[config.mk]
export PLATFORM = sky130hd
export DESIGN_NAME = imem_loader
export DESIGN_NICKNAME = d
export VERILOG_FILES = /design/src/rtl/imem_loader.sv
export SDC_FILE = /design/constraint.sdc
export NUM_CORES = 1
export LEC_CHECK = 0
export CAP_MARGIN = 20
export CORE_ASPECT_RATIO = 1.75
export CORE_UTILIZATION = 30
export DETAILED_ROUTE_END_ITERATION = 10
export PLACE_DENSITY = 0.56
export SETUP_SLACK_MARGIN = 0.02
export SYNTH_ARGS = -nofsm -noshare
export SYNTH_HDL_FRONTEND = slang
export SYNTH_SLANG_ARGS = --single-unit
export TNS_END_PERCENT = 30
[constraint.sdc]
create_clock -name clk -period 4.7 [get_ports clk]
set_clock_uncertainty 0.15 [all_clocks]
set_input_delay 0.705 -clock clk [delete_from_list [all_inputs] [get_ports clk]]
set_output_delay 0.705 -clock clk [all_outputs]
set_load 0.1 [all_outputs]
[src/rtl/imem_loader.sv]
// -----------------------------------------------------------------------------
// imem_loader
//   Writes a program into the word-indexed instruction memory from a byte
//   stream. Bytes arrive least-significant first over a valid/ready handshake,
//   are packed into 32-bit words and written one word per WRITE cycle at
//   consecutive word indices starting at 0. The CPU is held in reset until the
//   requested number of words has been written.
//
// Ports
//   clk, rst              system clock, synchronous active-high reset
//   start, load_words     begin a load of load_words words (1..DEPTH)
//   byte_valid, byte_data byte stream in (LSB of each word first)
//   byte_ready            loader accepts a byte this cycle
//   mem_we/addr/wdata     one-cycle word write to instruction memory
//   cpu_hold              CPU reset hold; low only once the load is complete
//   busy, done, error     status: loading, complete, sticky illegal length
// -----------------------------------------------------------------------------
module imem_loader #(
  parameter int DEPTH = 16,
  parameter int LEN_W = 5
) (
  input  logic             clk,
  input  logic             rst,
  input  logic             start,
  input  logic [LEN_W-1:0] load_words,
  input  logic             byte_valid,
  input  logic [7:0]       byte_data,
  output logic             byte_ready,
  output logic             mem_we,
  output logic [31:0]      mem_addr,
  output logic [31:0]      mem_wdata,
  output logic             cpu_hold,
  output logic             busy,
  output logic             done,
  output logic             error
);

  localparam logic [1:0] S_IDLE  = 2'd0;
  localparam logic [1:0] S_RECV  = 2'd1;
  localparam logic [1:0] S_WRITE = 2'd2;
  localparam logic [1:0] S_DONE  = 2'd3;

  logic [1:0]       state_q,    state_d;
  logic [LEN_W-1:0] len_q,      len_d;
  logic [LEN_W-1:0] word_idx_q, word_idx_d;
  logic [1:0]       byte_idx_q, byte_idx_d;
  logic [23:0]      shift_q,    shift_d;
  logic [31:0]      addr_q,     addr_d;
  logic [31:0]      wdata_q,    wdata_d;
  logic             error_q,    error_d;
  logic             len_legal;

  // Compare at LEN_W bits so load_words == DEPTH is accepted.
  assign len_legal = (load_words != '0) && (load_words <= LEN_W'(DEPTH));

  always_comb begin
    state_d    = state_q;
    len_d      = len_q;
    word_idx_d = word_idx_q;
    byte_idx_d = byte_idx_q;
    shift_d    = shift_q;
    addr_d     = addr_q;
    wdata_d    = wdata_q;
    error_d    = error_q;

    case (state_q)
      S_IDLE, S_DONE: begin
        if (start) begin
          if (len_legal) begin
            len_d      = load_words;
            word_idx_d = '0;
            byte_idx_d = '0;
            shift_d    = '0;
            error_d    = 1'b0;
            state_d    = S_RECV;
          end else begin
            error_d = 1'b1;
          end
        end
      end

      S_RECV: begin
        if (byte_valid) begin
          byte_idx_d = byte_idx_q + 2'd1;
          case (byte_idx_q)
            2'd0: shift_d[7:0]   = byte_data;
            2'd1: shift_d[15:8]  = byte_data;
            2'd2: shift_d[23:16] = byte_data;
            default: begin
              // Fourth byte completes the word; capture the write operands so
              // they stay stable through WRITE and are held afterwards.
              addr_d  = 32'(word_idx_q);
              wdata_d = {byte_data, shift_q};
              state_d = S_WRITE;
            end
          endcase
        end
      end

      S_WRITE: begin
        if (word_idx_q == len_q - LEN_W'(1)) begin
          state_d = S_DONE;
        end else begin
          word_idx_d = word_idx_q + LEN_W'(1);
          state_d    = S_RECV;
        end
      end

      default: state_d = S_IDLE;
    endcase
  end

  always_ff @(posedge clk) begin
    if (rst) begin
      state_q    <= S_IDLE;
      len_q      <= '0;
      word_idx_q <= '0;
      byte_idx_q <= '0;
      shift_q    <= '0;
      addr_q     <= '0;
      wdata_q    <= '0;
      error_q    <= 1'b0;
    end else begin
      state_q    <= state_d;
      len_q      <= len_d;
      word_idx_q <= word_idx_d;
      byte_idx_q <= byte_idx_d;
      shift_q    <= shift_d;
      addr_q     <= addr_d;
      wdata_q    <= wdata_d;
      error_q    <= error_d;
    end
  end

  assign byte_ready = (state_q == S_RECV);
  assign mem_we     = (state_q == S_WRITE);
  assign mem_addr   = addr_q;
  assign mem_wdata  = wdata_q;
  assign cpu_hold   = (state_q != S_DONE);
  assign busy       = (state_q == S_RECV) || (state_q == S_WRITE);
  assign done       = (state_q == S_DONE);
  assign error      = error_q;

endmodule

Yosys cells after proc, flatten, opt, wreduce, memory -nomap -nowiden
Cells that the tools add are included.
{"block": "classes", "mux": 22, "n_lt_le_gt_ge": 1, "reduce_logical": 18, "n_eq_ne": 15, "n_bitwise": 1, "addsub": 3}
{"op": "two-way mux 24 bit", "n": 3}
{"op": "one-hot mux 24 bit (2 select lines)", "n": 1}
{"op": "two-way mux 8 bit", "n": 3}
{"op": "two-way mux 2 bit", "n": 8}
{"op": "two-way mux 5 bit", "n": 3}
{"op": "AND reduction 5 bit", "n": 3}
{"op": "!= test 2 bit (second input constant)", "n": 6}
{"op": "AND reduction 4 bit", "n": 3}
{"op": "one-hot mux 5 bit (2 select lines)", "n": 1}
{"op": "equality test 2 bit (second input constant)", "n": 3}
{"op": "!= test 2 x 1 -> 1 bit (second input constant)", "n": 3}
{"op": "one-hot mux 2 bit (3 select lines)", "n": 1}
{"op": "AND reduction 3 bit", "n": 2}
{"op": "adder 5 x 1 -> 5 bit (second input constant)", "n": 1}
{"op": "equality test 5 bit", "n": 1}
{"op": "<= comparator 5 bit (second input constant)", "n": 1}
{"op": "nonzero test 5 bit", "n": 1}
{"op": "subtractor 5 x 1 -> 5 bit (second input constant)", "n": 1}
{"op": "equality test 2 x 1 -> 1 bit (second input constant)", "n": 2}
{"op": "logical NOT 2 bit", "n": 2}
{"op": "one-hot mux 2 bit (2 select lines)", "n": 1}
{"op": "nonzero test 2 bit", "n": 2}
{"op": "OR reduction 3 bit", "n": 1}
{"op": "adder 2 x 1 -> 2 bit (second input constant)", "n": 1}
{"op": "6 further kinds", "n": 6}
{"block": "totals", "regBits": 76, "word_cells": 70, "in_bits": 17, "output_inout_bits": 70}

Depth between registers and ports, before layout
Gate-level depths: netlist of the first run.
{"block": "depth", "ltp_word": 5, "mapped_depth": 9, "ltp_nobuf": 7}

Worst setup path after synthesis of the first run
No wires, ideal clock.
{"block": "synth_path", "kind": "register to output", "start": "register state_q[0]", "end": "output port cpu_hold", "stages_incl_launch_ff": 3, "n_path_buf": 0, "required_time_ns": 3.845, "path_slack_ns": 1.963, "t_arrival_ns": 1.882, "path_cell_list": "dfxtp_1 -> ha_1 -> inv_1"}
{"block": "synth_between", "elab_chain_len": 1}
{"element": "start: declaration", "line": "43", "rtl": "logic [1:0] state_q, state_d;"}
{"element": "start signal: assignment", "line": "124", "rtl": "state_q <= state_d;"}
{"element": "!= test 2 bit", "line": "139", "rtl": "assign cpu_hold = (state_q != S_DONE);"}
{"element": "end: declaration", "line": "32", "rtl": "output logic cpu_hold,"}
Every way passes these cells.

Final worst setup path of the first run
{"block": "layout_path", "start": "register state_q[1]", "end": "output port byte_ready"}
{"block": "layout_between", "elab_chain_len": 1}
{"element": "equality test 2 x 1 -> 1 bit", "line": "135", "rtl": "assign byte_ready = (state_q == S_RECV);"}
{"element": "end: declaration", "line": "28", "rtl": "output logic byte_ready,"}
Every way passes these cells.

==> results of run 1 <==
cell usage in the layout (no fill, tap or decap), types with 8 or more instances in the layout:
master,instances
sky130_fd_sc_hd__a21oi_1,46
sky130_fd_sc_hd__and2_2,8
sky130_fd_sc_hd__clkbuf_16,9
sky130_fd_sc_hd__clkdlybuf4s50_1,58
sky130_fd_sc_hd__conb_1,27
sky130_fd_sc_hd__dfxtp_1,76
sky130_fd_sc_hd__ha_1,10
sky130_fd_sc_hd__inv_1,10
sky130_fd_sc_hd__mux2i_1,25
sky130_fd_sc_hd__nand2_1,89
sky130_fd_sc_hd__nor2_1,26
flip-flops by register name, indices dropped and copies added, names as in the netlist:
| register | cells |
|---|---|
| mem_addr | 5 |
| shift_q | 24 |
| word_idx_q | 5 |
| mem_wdata | 32 |
| error | 1 |
| state_q | 2 |
| len_q | 5 |
| byte_idx_q | 2 |
power breakdown:
part           leakage, nW  total, mW  switching, mW  internal, mW
Combinational        0.797      0.642          0.451         0.191
Sequential           0.613      0.706         0.0265         0.679
Clock                0.147      0.702          0.251         0.451
Total                 1.56       2.05          0.729          1.32
layout make-up:
type                            count  area share, %
Clock inverter                      3          1.037
Tap cell                          135          3.889
Timing Repair Buffer               62          14.00
Multi-Input combinational cell    292          39.04
Inverter                           10         0.8643
Clock buffer                       12          6.137
Sequential cell                    76          35.03
path summary, 6_finish.rpt:
kind	startpoint	to	slack (ns)	cells past startpoint
setup reg to reg	state_q[0]	shift_q[19]	2.18	7
hold / removal	mem_wdata[8]	mem_wdata[8]	0.30	2
hold reg to reg	mem_wdata[8]	mem_wdata[8]	0.30	2
setup / recovery	state_q[1]	byte_ready	1.20	3
worst register-to-register path: stages, from the launching register on:
cell and delay [ns]:
sky130_fd_sc_hd__dfxtp_1 0.40, sky130_fd_sc_hd__inv_1 0.06, sky130_fd_sc_hd__ha_1 0.45, sky130_fd_sc_hd__nand3b_1 0.15, sky130_fd_sc_hd__mux2_4 0.34, sky130_fd_sc_hd__a22oi_2 0.54, sky130_fd_sc_hd__mux2i_1 0.26, sky130_fd_sc_hd__nor2_1 0.06
layer usage:
metal  vias to the layer above  global-route usage, %
li1                       1378                      -
met1                      1304                  13.86
met2                        77                  24.96
met3                        16                  3.072
met4                         0                  7.586
met5                         -                      0
per-stage QoR:
stage | hold slack, ns | setup slack [ns] | instance area (um^2)
after floorplan | 0.2813 | 1.963 | 3616
after global placement | 0.2935 | 1.536 | 4031
after detailed placement | 0.2964 | 1.489 | 4031
after CTS | 0.3041 | 1.170 | 4343
after global routing | 0.3167 | 1.058 | 4343
final | 0.2994 | 1.203 | 4343
kinds of logic after synthesis:
family          Yosys count  synth area share [%]
flops                    76                 43.24
simple gates            149                 19.59
compound gates           70                 12.13
xor+xnor                 10                 2.490
other cells               1                0.1066
fa+ha+maj                10                 3.556
buf+inv                  60                 11.34
mux                      26                 7.539
==> results_tabular.tex, run 1 <==
\begin{tabular}{lr}
\hline
Metric & Value \\
\hline
\multicolumn{2}{l}{\textbf{STA}} \\
\quad Number of setup violations in the final report & 0 \\
\quad Relative max-transition margin & 34.07\% \\
\quad Final period utilization & 74.40\% \\
\quad Slew at the pin with the worst max-slew slack & 0.9858 ns \\
\quad Hold Vio Cnt, Final & 0 \\
\quad Achievable frequency & 286.0 MHz \\
\quad Crit path time final & between 3 and 4 ns \\
\quad Number of pins exceeding their max-slew limit in the final report & 0 \\
\quad Fin Setup TNS & 0 ns \\
\quad Setup repair after global routing missed its margin & no \\
\multicolumn{2}{l}{\textbf{Critical path}} \\
\quad CP max-delay cell & sky130\_fd\_sc\_hd\_\_clkdlybuf4s50\_1 \\
\quad CP Buf/Inv Count & 2 \\
\quad Kind of cell adding the most delay to the critical path & buffers and inverters \\
\quad Arrival @ worst endpoint & 2.64 ns \\
\quad Largest stage delay on the critical path & 1.27 ns \\
\quad Critical path cell sequence & inv\_1, ha\_1, clkdlybuf4s50\_1 \\
\quad Critical path class & reg -> out \\
\quad Crit-path max FO & 21 \\
\quad Crit path required time & 3.85 ns \\
\quad Startpoint type of the worst setup path & flop \\
\quad Endpoint kind of the worst setup timing path & output pin \\
\multicolumn{2}{l}{\textbf{Placement}} \\
\quad Port Buf Inserts & 59 \\
\quad Post-DP HPWL & 5868 um \\
\quad Placed insts & 575 \\
\quad Placer Congestion & 0.7833 \\
\multicolumn{2}{l}{\textbf{Floorplanning}} \\
\quad Top-Level Pins & 87 \\
\quad Die H & approximately 150 um \\
\quad Row cnt & 52 \\
\quad Starting Density & between 30\% and 40\% \\
\quad Die ar. & 12180 um\^{}2 \\
\quad Die Wd & 83.87 um \\
\quad Floorplan core area & around 12000 um\^{}2 \\
\multicolumn{2}{l}{\textbf{Logic synthesis}} \\
\quad Mean cell area of the mapped netlist & just under 9 um\^{}2 \\
\quad Cell accounting for the most synthesized area & sky130\_fd\_sc\_hd\_\_dfxtp\_1 \\
\quad Most used flip-flop cell after synthesis & sky130\_fd\_sc\_hd\_\_dfxtp\_1 \\
\quad Area fraction of the dominant cell type after synthesis & 43.24\% \\
\quad Sequential-to-total area share from yosys stat & 43.24\% \\
\quad Cell variety after synth & 44 \\
\quad Most area-consuming cells after synthesis & sky130\_fd\_sc\_hd\_\_dfxtp\_1, sky130\_fd\_sc\_hd\_\_nand2\_1, sky130\_fd\_sc\_hd\_\_mux2i\_1, sky130\_fd\_sc\_hd\_\_a21oi\_1, sky130\_fd\_sc\_hd\_\_buf\_4 \\
\quad Most frequent cell after synthesis & sky130\_fd\_sc\_hd\_\_nand2\_1 \\
\quad Most frequent cells after synthesis & sky130\_fd\_sc\_hd\_\_nand2\_1, sky130\_fd\_sc\_hd\_\_dfxtp\_1, sky130\_fd\_sc\_hd\_\_a21oi\_1, sky130\_fd\_sc\_hd\_\_buf\_4, sky130\_fd\_sc\_hd\_\_nor2\_1 \\
\quad Synthesized instance count & between 400 and 500 \\
\quad Count of state elements after synthesis & 76 \\
\quad YS warnings & 0 \\
\quad Share of flip-flops with an asynchronous set or reset & 0\% \\
\quad Number of enable flip-flop cells after synthesis & 0 \\
\quad Post-synthesis cell area & 3518 um\^{}2 \\
\multicolumn{2}{l}{\textbf{Detailed routing}} \\
\quad Top metal layer carrying routed signals & met4 \\
\quad Per-cell routed wire length & 13.39 um \\
\quad M1 wire length & 3090 um \\
\quad Met2 Routed Length & 4217 um \\
\quad Number of DRC markers in iteration 0 & 127 \\
\quad Met3 wire length & 326 um \\
\quad Average vias per placed instance & around 4.7 \\
\quad TritonRoute pass-1 iters & 10 \\
\quad Antenna violation net count after detailed routing & 0 \\
\quad Remaining design rule violation count & 14 \\
\quad Total via count in the routed design & 2775 \\
\quad Detailed Route WL & roughly 8000 um \\
\multicolumn{2}{l}{\textbf{Clock network}} \\
\quad Cts-stage hold buffer count & 0 \\
\quad CTS H-Tree Depth & 3 \\
\quad Clk\_lat worst skew & 0.33 ns \\
\quad Number of gates given a new drive strength after cts & 0 \\
\quad Clock transition time at the flip-flop clock pins of the worst setup and hold paths & around 0.05 ns \\
\quad Sink Count & 76 \\
\quad Post-CTS setup buffer count & 0 \\
\quad Maximum buffer depth of the clock tree & 2 \\
\quad CTS Buf Count & 9 \\
\quad Buffer type at the clock tree root & sky130\_fd\_sc\_hd\_\_clkbuf\_16 \\
\quad Clock tree from TritonCTS & done \\
\multicolumn{2}{l}{\textbf{Power and ir drop}} \\
\quad Cell leakage power & approximately 1.6 nW \\
\quad Maximum ir drop on the vdd rail & 0.1898 mV \\
\quad Total power after layout & 2.049 mW \\
\quad Power density cells & 471.8 nW/um\^{}2 \\
\multicolumn{2}{l}{\textbf{Global route}} \\
\quad Number of antenna violations at the first check in global routing & 0 \\
\quad Total congestion overflow after global routing & 0 \\
\quad Vias in the first global route & 2721 \\
\quad Overall track demand over capacity in global routing & between 10\% and 20\% \\
\quad Pin count of the biggest net entering global routing & 40 \\
\quad First-pass GRT wire length & 13080 um \\
\multicolumn{2}{l}{\textbf{Layout}} \\
\quad Non-filler instance count after layout & 590 \\
\quad Sequential cell area & 1521 um\^{}2 \\
\quad Multi-input logic area & 1695 um\^{}2 \\
\quad Share of layout cells above drive strength 1 & $\sim$8.4\% \\
\quad Final layout net count & 478 \\
\quad Final Core Density & 37.71\% \\
\quad Fill count & 1179 \\
\quad Layout overhead on the synthesized area & 23.44\% \\
\quad Final antenna diode count & 0 \\
\multicolumn{2}{l}{\textbf{Status}} \\
\quad Violated checks & DRC \\
\quad Outcome & complete, but fails checks \\
\multicolumn{2}{l}{\textbf{Min path}} \\
\quad Worst hold path class & reg -> reg \\
\multicolumn{2}{l}{\textbf{Job}} \\
\quad Max cap viols & 0 \\
\hline
\end{tabular}
No activity file was read; power rests on OpenSTA's default activity.
==> run 2, diff against run 1 <==
- clock period: 4.7 -> 3.45 ns (I/O delays scaled with it)
==> run 2 against run 1 <==
The flow still finishes with violations (DRC). Sequential power is 36% higher. Clock power is 55% higher. Final area is 0.14% higher. Power is 43% higher. Cell count is 0.51% higher. Via count is 0.36% higher. Global-route usage is 0.32 points higher. Highest routed layer unchanged.
==> results_tabular.tex, run 2 (synthesis results as in run 1) <==
\begin{tabular}{lr}
\hline
Metric & Value \\
\hline
\multicolumn{2}{l}{\textbf{Status}} \\
\quad Outcome & complete, but fails checks \\
\quad Violated checks & DRC \\
\multicolumn{2}{l}{\textbf{Layout}} \\
\quad Final layout net count & 480 \\
\quad Most common cell after layout, fill and taps aside & sky130\_fd\_sc\_hd\_\_nand2\_1 \\
\quad Number of flip-flops in the largest register & 32 \\
\quad Commonest cells after routing, fill and taps aside & sky130\_fd\_sc\_hd\_\_nand2\_1, sky130\_fd\_sc\_hd\_\_dfxtp\_1, sky130\_fd\_sc\_hd\_\_a21oi\_1, sky130\_fd\_sc\_hd\_\_clkdlybuf4s50\_1, sky130\_fd\_sc\_hd\_\_conb\_1 \\
\quad Sequential cell area & 1521 um\^{}2 \\
\quad Final antenna diode count & 0 \\
\quad Multi-input logic area & 1695 um\^{}2 \\
\quad Layout overhead on the synthesized area & 23.61\% \\
\quad Fill count & around 1200 \\
\quad Non-filler instance count after layout & a little under 600 \\
\quad Share of layout cells above drive strength 1 & 13.10\% \\
\multicolumn{2}{l}{\textbf{STA}} \\
\quad Fin Setup TNS & 0 ns \\
\quad Achievable frequency & 370.7 MHz \\
\quad Slew at the pin with the worst max-slew slack & 0.9783 ns \\
\quad Setup repair after global routing missed its margin & no \\
\quad Final period utilization & 78.20\% \\
\quad Hold Vio Cnt, Final & 0 \\
\quad Relative max-transition margin & 34.58\% \\
\quad Number of pins exceeding their max-slew limit in the final report & 0 \\
\quad Crit path time final & 2.698 ns \\
\quad Number of setup violations in the final report & 0 \\
\multicolumn{2}{l}{\textbf{Critical path}} \\
\quad Reg2Reg Launch Point & state\_q[0] \\
\quad Endpoint kind of the worst setup timing path & flop \\
\quad R2r endpoint & shift\_q[6] \\
\quad Arrival @ worst endpoint & 2.74 ns \\
\quad CP max-delay cell & sky130\_fd\_sc\_hd\_\_a22oi\_2 \\
\quad Register-to-register setup slack & 0.90 ns \\
\quad Worst r2r path cells & 7 \\
\quad Startpoint of the worst setup timing path & load\_words[0] \\
\quad Critical path class & in -> reg \\
\quad Crit-path max FO & 8 \\
\quad Critical path cell sequence & clkdlybuf4s50\_1, nor4\_4, mux2\_4, a22oi\_2, mux2i\_1, nor2\_1 \\
\quad Largest stage delay on the critical path & 0.54 ns \\
\quad Crit path required time & between 3 and 4 ns \\
\quad Startpoint type of the worst setup path & primary input \\
\multicolumn{2}{l}{\textbf{Detailed routing}} \\
\quad Average vias per placed instance & roughly 4.7 \\
\quad Per-cell routed wire length & about 14 um \\
\quad Detailed Route WL & 8181 um \\
\quad TritonRoute pass-1 iters & 10 \\
\quad Antenna violation net count after detailed routing & 0 \\
\quad Number of DRC markers in iteration 0 & approximately 130 \\
\quad Remaining design rule violation count & 14 \\
\quad Total via count in the routed design & 2785 \\
\multicolumn{2}{l}{\textbf{Power and ir drop}} \\
\quad Proportion of power drawn by combinational gates & about 30\% \\
\quad Sw power & 1.021 mW \\
\quad Clock power share & 37.1\% \\
\quad Proportion of total power due to net switching & a little over a third \\
\quad Power density cells & 674.6 nW/um\^{}2 \\
\quad Cell leakage power & about 1.6 nW \\
\quad Maximum ir drop on the vdd rail & 0.3623 mV \\
\quad Fraction of power consumed by sequential logic & 32.8\% \\
\quad Power Internal & 1.913 mW \\
\multicolumn{2}{l}{\textbf{Placement}} \\
\quad Placer Congestion & 0.7826 \\
\quad Placed insts & 577 \\
\quad Port Buf Inserts & 59 \\
\quad Post-DP HPWL & 6014 um \\
\multicolumn{2}{l}{\textbf{Clock network}} \\
\quad CTS Buf Count & 9 \\
\quad Clock transition time at the flip-flop clock pins of the worst setup and hold paths & 0.06 ns \\
\quad Number of gates given a new drive strength after cts & 0 \\
\quad Sink Count & 76 \\
\quad Cts-stage hold buffer count & 0 \\
\quad Buffer type at the clock tree root & sky130\_fd\_sc\_hd\_\_clkbuf\_16 \\
\quad Clock tree from TritonCTS & done \\
\quad Clk\_lat worst skew & 0.33 ns \\
\quad CTS H-Tree Depth & 3 \\
\quad Post-CTS setup buffer count & 0 \\
\quad Maximum buffer depth of the clock tree & 2 \\
\multicolumn{2}{l}{\textbf{Floorplanning}} \\
\quad Row cnt & 52 \\
\quad Die ar. & 12180 um\^{}2 \\
\quad Die H & around 150 um \\
\quad Die Wd & 83.87 um \\
\quad Floorplan core area & 11520 um\^{}2 \\
\quad Top-Level Pins & 87 \\
\quad Starting Density & 30.55\% \\
\multicolumn{2}{l}{\textbf{Job}} \\
\quad Max cap viols & 0 \\
\multicolumn{2}{l}{\textbf{Global route}} \\
\quad Number of antenna violations at the first check in global routing & 0 \\
\quad Overall track demand over capacity in global routing & between 10\% and 20\% \\
\quad First-pass GRT wire length & about 13000 um \\
\quad Vias in the first global route & about 2600 \\
\quad Pin count of the biggest net entering global routing & 43 \\
\quad Total congestion overflow after global routing & 0 \\
\multicolumn{2}{l}{\textbf{Min path}} \\
\quad Worst hold path class & reg -> reg \\
\quad Worst Hold Depth & 2 \\
\quad Hold Crit Start & mem\_wdata[10] \\
\quad Endpoint with the worst hold slack & mem\_wdata[10] \\
\hline
\end{tabular}
==> run 2: how the worst max path moves through the flow <==
stage	slack, ns	cells after the start	endpoint
floorplan	0.77	9	shift_q[0]
global placement	0.48	6	shift_q[23]
detailed placement	0.42	6	shift_q[4]
CTS	0.77	6	shift_q[3]
global route	0.63	6	shift_q[16]
finish	0.75	6	shift_q[6]
==> run 2: final cells by class <==
class	count	area share (%)
Tap cell	135	3.884
Sequential cell	76	34.98
Inverter	10	0.8631
Clock inverter	6	2.560
Timing Repair Buffer	64	13.23
Clock buffer	10	5.495
Multi-Input combinational cell	292	38.98
==> run 2: through the flow <==
step	util, %	instance area (um^2)	power (mW)	hold slack (ns)	setup slack (ns)
final	37.77	4349	2.934	0.3015	0.7522
after global routing	37.77	4349	3.059	0.3155	0.6316
after CTS	37.77	4349	2.965	0.3062	0.7668
after detailed placement	34.72	3999	1.871	0.2977	0.4239
after global placement	34.72	3999	1.856	0.2950	0.4778
after floorplan	-	3616	1.767	0.2813	0.7691
==> run 2: power groups by stage <==
stage          Sequential [mW]  Combinational, mW  Clock, mW
3_5_place_dp             0.980              0.891          0
6_report                 0.961              0.885       1.09
2_1_floorplan            0.992              0.776          0
5_1_grt                  0.968              0.944       1.15
3_3_place_gp             0.979              0.877          0
4_1_cts                  0.962              0.894       1.11
==> run 2: critical path, delay by kind of cell <==
| family | cells | cell delay, ns |
|---|---|---|
| AND/OR/NAND/NOR | 2 | 0.56 |
| buffers and inverters | 1 | 0.46 |
| AO/OA/AOI/OAI | 1 | 0.54 |
| multiplexers | 2 | 0.66 |
==> run 2: metal layers <==
metal / vias up / share of wire [%] / track usage, %
met5: - / 0 / 0
li1: 1387 / - / -
met3: 10 / 3.9 / 3.129
met2: 74 / 55 / 26.07
met1: 1314 / 39 / 14.22
met4: 0 / 2.1 / 6.638
==> run 3, diff against run 2 <==
- clock period: 3.45 -> 2.5 ns (I/O delays scaled with it)
==> run 3 against run 2 <==
The run still ends with DRC left. Cell count up 1.3%. Clock power up 14%. Non-clock buffer count up 8. Critical endpoint is now busy. Largest power group is now combinational logic.
==> results_tabular.tex, run 3 (synthesis results as in run 1) <==
\begin{tabular}{lr}
\hline
Metric & Value \\
\hline
\multicolumn{2}{l}{\textbf{Global route}} \\
\quad Vias in the first global route & 2715 \\
\quad Met3 layer usage reported by global route & around 3.2\% \\
\quad Fraction of met1 tracks used by global routing & 14.58\% \\
\quad Layer carrying the most global-route usage & met2 \\
\quad Pin count of the biggest net entering global routing & 56 \\
\quad Overall track demand over capacity in global routing & 14.12\% \\
\quad Total congestion overflow after global routing & 0 \\
\quad First-pass GRT wire length & 13440 um \\
\quad GRT met2 Usage & between 20\% and 30\% \\
\quad Number of antenna violations at the first check in global routing & 0 \\
\multicolumn{2}{l}{\textbf{Min path}} \\
\quad Worst hold path class & reg -> reg \\
\multicolumn{2}{l}{\textbf{Floorplanning}} \\
\quad Top-Level Pins & 87 \\
\quad Starting Density & 30.55\% \\
\quad Die ar. & 12180 um\^{}2 \\
\quad Die H & between 100 and 150 um \\
\quad Floorplan core area & 11520 um\^{}2 \\
\quad Row cnt & 52 \\
\quad Die Wd & 83.87 um \\
\multicolumn{2}{l}{\textbf{Detailed routing}} \\
\quad Antenna violation net count after detailed routing & 0 \\
\quad Number of DRC markers in iteration 0 & approximately 150 \\
\quad Per-cell routed wire length & 13.66 um \\
\quad Detailed Route WL & 8210 um \\
\quad Total via count in the routed design & approximately 2800 \\
\quad Remaining design rule violation count & 14 \\
\quad TritonRoute pass-1 iters & 7 \\
\quad Average vias per placed instance & 4.691 \\
\multicolumn{2}{l}{\textbf{Placement}} \\
\quad Port Buf Inserts & 59 \\
\quad Placer Congestion & 0.7701 \\
\quad Placed cell areas & 4090 um\^{}2 \\
\quad Post-DP HPWL & 6017 um \\
\multicolumn{2}{l}{\textbf{STA}} \\
\quad Number of pins exceeding their max-slew limit in the final report & 0 \\
\quad Final hold slack & about 0.30 ns \\
\quad Final period utilization & 90.30\% \\
\quad Hold Vio Cnt, Final & 0 \\
\quad Crit path time final & 2.257 ns \\
\quad Achievable frequency & 443.0 MHz \\
\quad Setup repair after global routing missed its margin & no \\
\quad Number of setup violations in the final report & 0 \\
\multicolumn{2}{l}{\textbf{Layout}} \\
\quad Final antenna diode count & 0 \\
\quad Final Core Density & 38.03\% \\
\quad Layout overhead on the synthesized area & 24.47\% \\
\quad Final layout net count & 488 \\
\quad Number of flip-flops in the largest register & 32 \\
\quad Share of layout cells above drive strength 1 & 19.74\% \\
\quad Commonest cells after routing, fill and taps aside & sky130\_fd\_sc\_hd\_\_nand2\_1, sky130\_fd\_sc\_hd\_\_dfxtp\_1, sky130\_fd\_sc\_hd\_\_buf\_4, sky130\_fd\_sc\_hd\_\_a21oi\_1, sky130\_fd\_sc\_hd\_\_conb\_1 \\
\quad Post-route standard cell area excluding fillers & 4379 um\^{}2 \\
\quad Most common cell after layout, fill and taps aside & sky130\_fd\_sc\_hd\_\_nand2\_1 \\
\multicolumn{2}{l}{\textbf{Clock network}} \\
\quad Clock transition time at the flip-flop clock pins of the worst setup and hold paths & around 0.06 ns \\
\quad CTS Buf Count & 9 \\
\quad Post-CTS setup buffer count & 0 \\
\quad Clock tree from TritonCTS & done \\
\quad Number of gates given a new drive strength after cts & 0 \\
\quad Clk\_lat worst skew & 0.33 ns \\
\quad Maximum buffer depth of the clock tree & 2 \\
\quad Cts-stage hold buffer count & 0 \\
\quad Buffer type at the clock tree root & sky130\_fd\_sc\_hd\_\_clkbuf\_16 \\
\quad Sink Count & 76 \\
\quad CTS H-Tree Depth & 3 \\
\multicolumn{2}{l}{\textbf{Power and ir drop}} \\
\quad Power density cells & 910.1 nW/um\^{}2 \\
\quad Maximum ir drop on the vdd rail & 0.4300 mV \\
\quad Cell leakage power & around 1.7 nW \\
\quad Total power after layout & 3.985 mW \\
\multicolumn{2}{l}{\textbf{Critical path}} \\
\quad Endpoint kind of the worst setup timing path & output pin \\
\quad Arrival @ worst endpoint & 1.73 ns \\
\quad Crit-path max FO & 7 \\
\quad Startpoint type of the worst setup path & flop \\
\quad Crit path required time & 1.98 ns \\
\quad Critical path class & reg -> out \\
\multicolumn{2}{l}{\textbf{Status}} \\
\quad Outcome & complete, but fails checks \\
\quad Violated checks & DRC \\
\multicolumn{2}{l}{\textbf{Job}} \\
\quad Max cap viols & 0 \\
\hline
\end{tabular}
run 3: worst paths after layout:
| kind | slack, ns | cells past startpoint | endpoint | from |
|---|---|---|---|---|
| setup / recovery | 0.24 | 5 | busy | state_q[0] |
| setup reg to reg | 0.26 | 9 | shift_q[6] | state_q[0] |
| hold / removal | 0.30 | 2 | mem_wdata[9] | mem_wdata[9] |
| hold reg to reg | 0.30 | 2 | mem_wdata[9] | mem_wdata[9] |
run 3: layer usage:
metal  routed length, um  share of wire, %  vias up
met1                3091                38     1328
met2                4658                57       77
met5                   0                 0        -
li1                    -                 -     1398
met4                 153               1.9        0
met3                 307               3.7       16
run 3: power breakdown:
| group | switching, mW | internal (mW) |
|---|---|---|
| Combinational | 0.903 | 0.512 |
| Sequential | 0.0499 | 1.28 |
| Clock | 0.491 | 0.754 |
| Total | 1.44 | 2.54 |
run 3: final cells by class:
cell class	instances	area, um^2
clock inverter	3	18.77
fill	1172	7137
timing repair buffer	72	663.1
sequential	76	1521
multi-input combinational	292	1695
inverter	10	41.29
tap	135	168.9
clock buffer	13	270.3
run 3: metrics by stage:
| stage | setup WS (ns) | TNS (ns) | cells |
|---|---|---|---|
| 6_report | 0.2426 | 0 | 601 |
| 5_1_grt | 0.09972 | 0 | 601 |
| 4_1_cts | 0.2198 | 0 | 601 |
| 3_5_place_dp | 0.007193 | 0 | 585 |
| 3_3_place_gp | 0.07655 | 0 | 585 |
| 2_1_floorplan | -0.07240 | -1.353 | 428 |
run 3: worst max-delay path, stage by stage, from the launching register on:
cell and delay (ns):
sky130_fd_sc_hd__dfxtp_1 0.42, sky130_fd_sc_hd__inv_1 0.07, sky130_fd_sc_hd__ha_1 0.33, sky130_fd_sc_hd__buf_4 0.17, sky130_fd_sc_hd__clkinvlp_4 0.19, sky130_fd_sc_hd__buf_12 0.22
==> patch: new RTL, settings of run 3 <==
`LEN_W`: 5 -> 10.
--- a/src/rtl/imem_loader.sv
+++ b/src/rtl/imem_loader.sv
@@ -17,7 +17,7 @@
 // -----------------------------------------------------------------------------
 module imem_loader #(
   parameter int DEPTH = 16,
-  parameter int LEN_W = 5
+  parameter int LEN_W = 10
 ) (
   input  logic             clk,
   input  logic             rst,
Interface: changed (resized load_words); port bits go from 87 to 92. The function was not compared with the original's and may differ.
==> patch against run 3 <==
Design area is 29% higher; register-to-register slack worse by 0.25 ns; synthesized cell count is 23% higher; sequential cell count is 15 higher; count of clock-buffer cells in the layout is 2 lower; wire length is 42% higher; setup slack worse by 0.23 ns; die area is 20% higher; sequential share of layout area is 2.3 points lower; synthesized area is 21% higher; worst hold slack better by 0.0019 ns; via count is 31% higher; critical endpoint is now state_q[1].
Power is not compared: it rests on default switching activity, and its combinational part moved more than twofold at a synthesized area within 25%.
==> patch: results (changes against run 3) <==
largest net degree at the start of global routing: 51 (-8.9%)
vias in the first global route: 3610 (+33%)
# fillers: 1442 (+23%)
top cells by count, synth: dfxtp_1 (91), nand2_1 (90), a21oi_1 (52), nor2_1 (37), mux2i_1 (32)
IO buf count: 69 (+17%)
Synth Area in XOR/XNOR: 2.27% (-0.22 points)
slowest cell on the critical path: or4_4
layout cell share with drive strength beyond 1: 23.2% (+3.5 points)
top cell type's share of synthesized area: 42.9% (-0.34 points)
post-synthesis compound-gate area fraction: 15.1% (+2.9 points)
first-pass GRT wire length: 18600 µm (+39%)
Num CTS Buffers: 9 (unchanged)
Final Max Slew Viols: 0 (unchanged)
H-tree depth: 3 (unchanged)
Worst path top cell family by delay: simple AND/OR/NAND/NOR gates
wirelength, routed: 11700 µm (+42%)
Total GRT Usage: 16.4% (+2.3 points)
status: finished, final reports clean
post-synthesis adder-cell area fraction: 2.95% (-0.61 points)
CP peak stage delay: 0.56 ns (+0.14 ns)
Clock Latency Late Sink: 0.34 ns
sequential-to-total area share from yosys stat: 42.9% (-0.34 points)
ys flop type: dfxtp_1
total number of vias: 3693 (+31%)
peak supply drop: 0.360 mV
FFs w/ async S/R, synth: 0% (unchanged)
placed wire-length estimate: 8600 µm (+43%)
Worst Path Arrival: 2.61 ns (+0.88 ns)
antenna diode count: 0 (unchanged)
GP Congestion: 0.839 (+8.9%)
Reg clk slew, reported paths: 0.07 ns
proportion of synthesized area in mux cells: 7.54% (about the same)
deepest clock path buffer count: 2 (unchanged)
Final #Nets: 618 (+27%)
most area-consuming cells after synthesis: dfxtp_1 (43%), nand2_1 (8.0%), mux2i_1 (7.5%)
DRT iter0 DRCs: 128 (-16%)
initial antenna violation count: 0 (unchanged)
worst-margin pin slew: 0.534 ns
Synth cell types: 52 (+18%)
Clock Tree Root: clkbuf_16
critical path fanouts, max: 5 (-2)
max FFs per register: 32 (unchanged)
Lkg Pwr: 0.00220 µW
Hold WC Path Type: reg -> reg
DR pass1 iterations: 4 (-3)
yosys warns: 0 (unchanged)
==> patch: cell types whose count changed after synthesis, sizes merged, moves of 7 or more <==
| cell | delta |
|---|---|
| clkbuf | +11 |
| nor2b | +7 |
| mux2i | +7 |
| nor2 | +11 |
| o211ai | +7 |
| buf | -13 |
| dfxtp | +15 |
==> patch: cell type report <==
cell class / count / area share, %
sequential: 91 / 32.5
timing repair buffer: 106 / 15.6
inverter: 16 / 1.13
clock buffer: 11 / 4.49
multi-input combinational: 362 / 41.0
tap: 177 / 3.93
clock inverter: 4 / 1.31
==> patch: metal layers <==
metal | vias up | wire length (µm) | global-route usage [%]
li1 | 1830 | - | -
met3 | 29 | 321 | 3.01
met5 | - | 0 | 0
met1 | 1748 | 4340 | 16.7
met4 | 0 | 524 | 9.38
met2 | 86 | 6480 | 30.5
==> patch: what timing repair did <==
action	4_1_cts	5_1_grt
setup endpoints to repair	10	34
setup buffers	1	0
endpoints found under the hold margin	0	0
pin swaps	6	4
resized for setup	9	15
==> patch: power by group <==
part           total [µW]  internal [µW]  switching, µW
logic                 485            149            337
registers            1470           1460           7.33
clock network        1500            925            576
==> patch: per-stage QoR <==
| stage | setup TNS [ns] | setup WS (ns) | area [µm²] | cells |
|---|---|---|---|---|
| 2_1_floorplan | -1.32 | -0.0551 | 4350 | 517 |
| 3_3_place_gp | -7.85 | -0.309 | 5180 | 751 |
| 3_5_place_dp | -6.65 | -0.310 | 5180 | 751 |
| 4_1_cts | 0 | 0.0143 | 5570 | 767 |
| 5_1_grt | -0.0263 | -0.0263 | 5630 | 767 |
| 6_report | 0 | 0.0131 | 5630 | 767 |
==> patch: worst paths after layout <==
path                                 start      endpoint  cells past startpoint  slack (ns)
worst min-delay path            shift_q[3]  mem_wdata[3]                      2        0.31
worst min register to register  shift_q[3]  mem_wdata[3]                      2        0.31
worst max-delay path              len_q[4]    state_q[1]                      5        0.01
worst max register to register    len_q[4]    state_q[1]                      5        0.01
==> patch: tightest hold or removal path: stages, from the launching register on <==
cell and delay [ns]:
dfxtp_1 0.31, nand2_1 0.05, a21oi_1 0.05
==> patch: logic make-up (layout without fill, tap and decap cells) <==
| kind of cell | count (synthesis) | count (layout) |
|---|---|---|
| AND/OR/NAND/NOR | 195 | 195 |
| AO/OA/AOI/OAI | 92 | 92 |
| adder cells (fa/ha/maj) | 10 | 10 |
| other | 1 | 22 |
| flip-flops | 91 | 91 |
| multiplexers | 32 | 32 |
| XOR/XNOR | 11 | 11 |
| buffers and inverters | 64 | 137 |
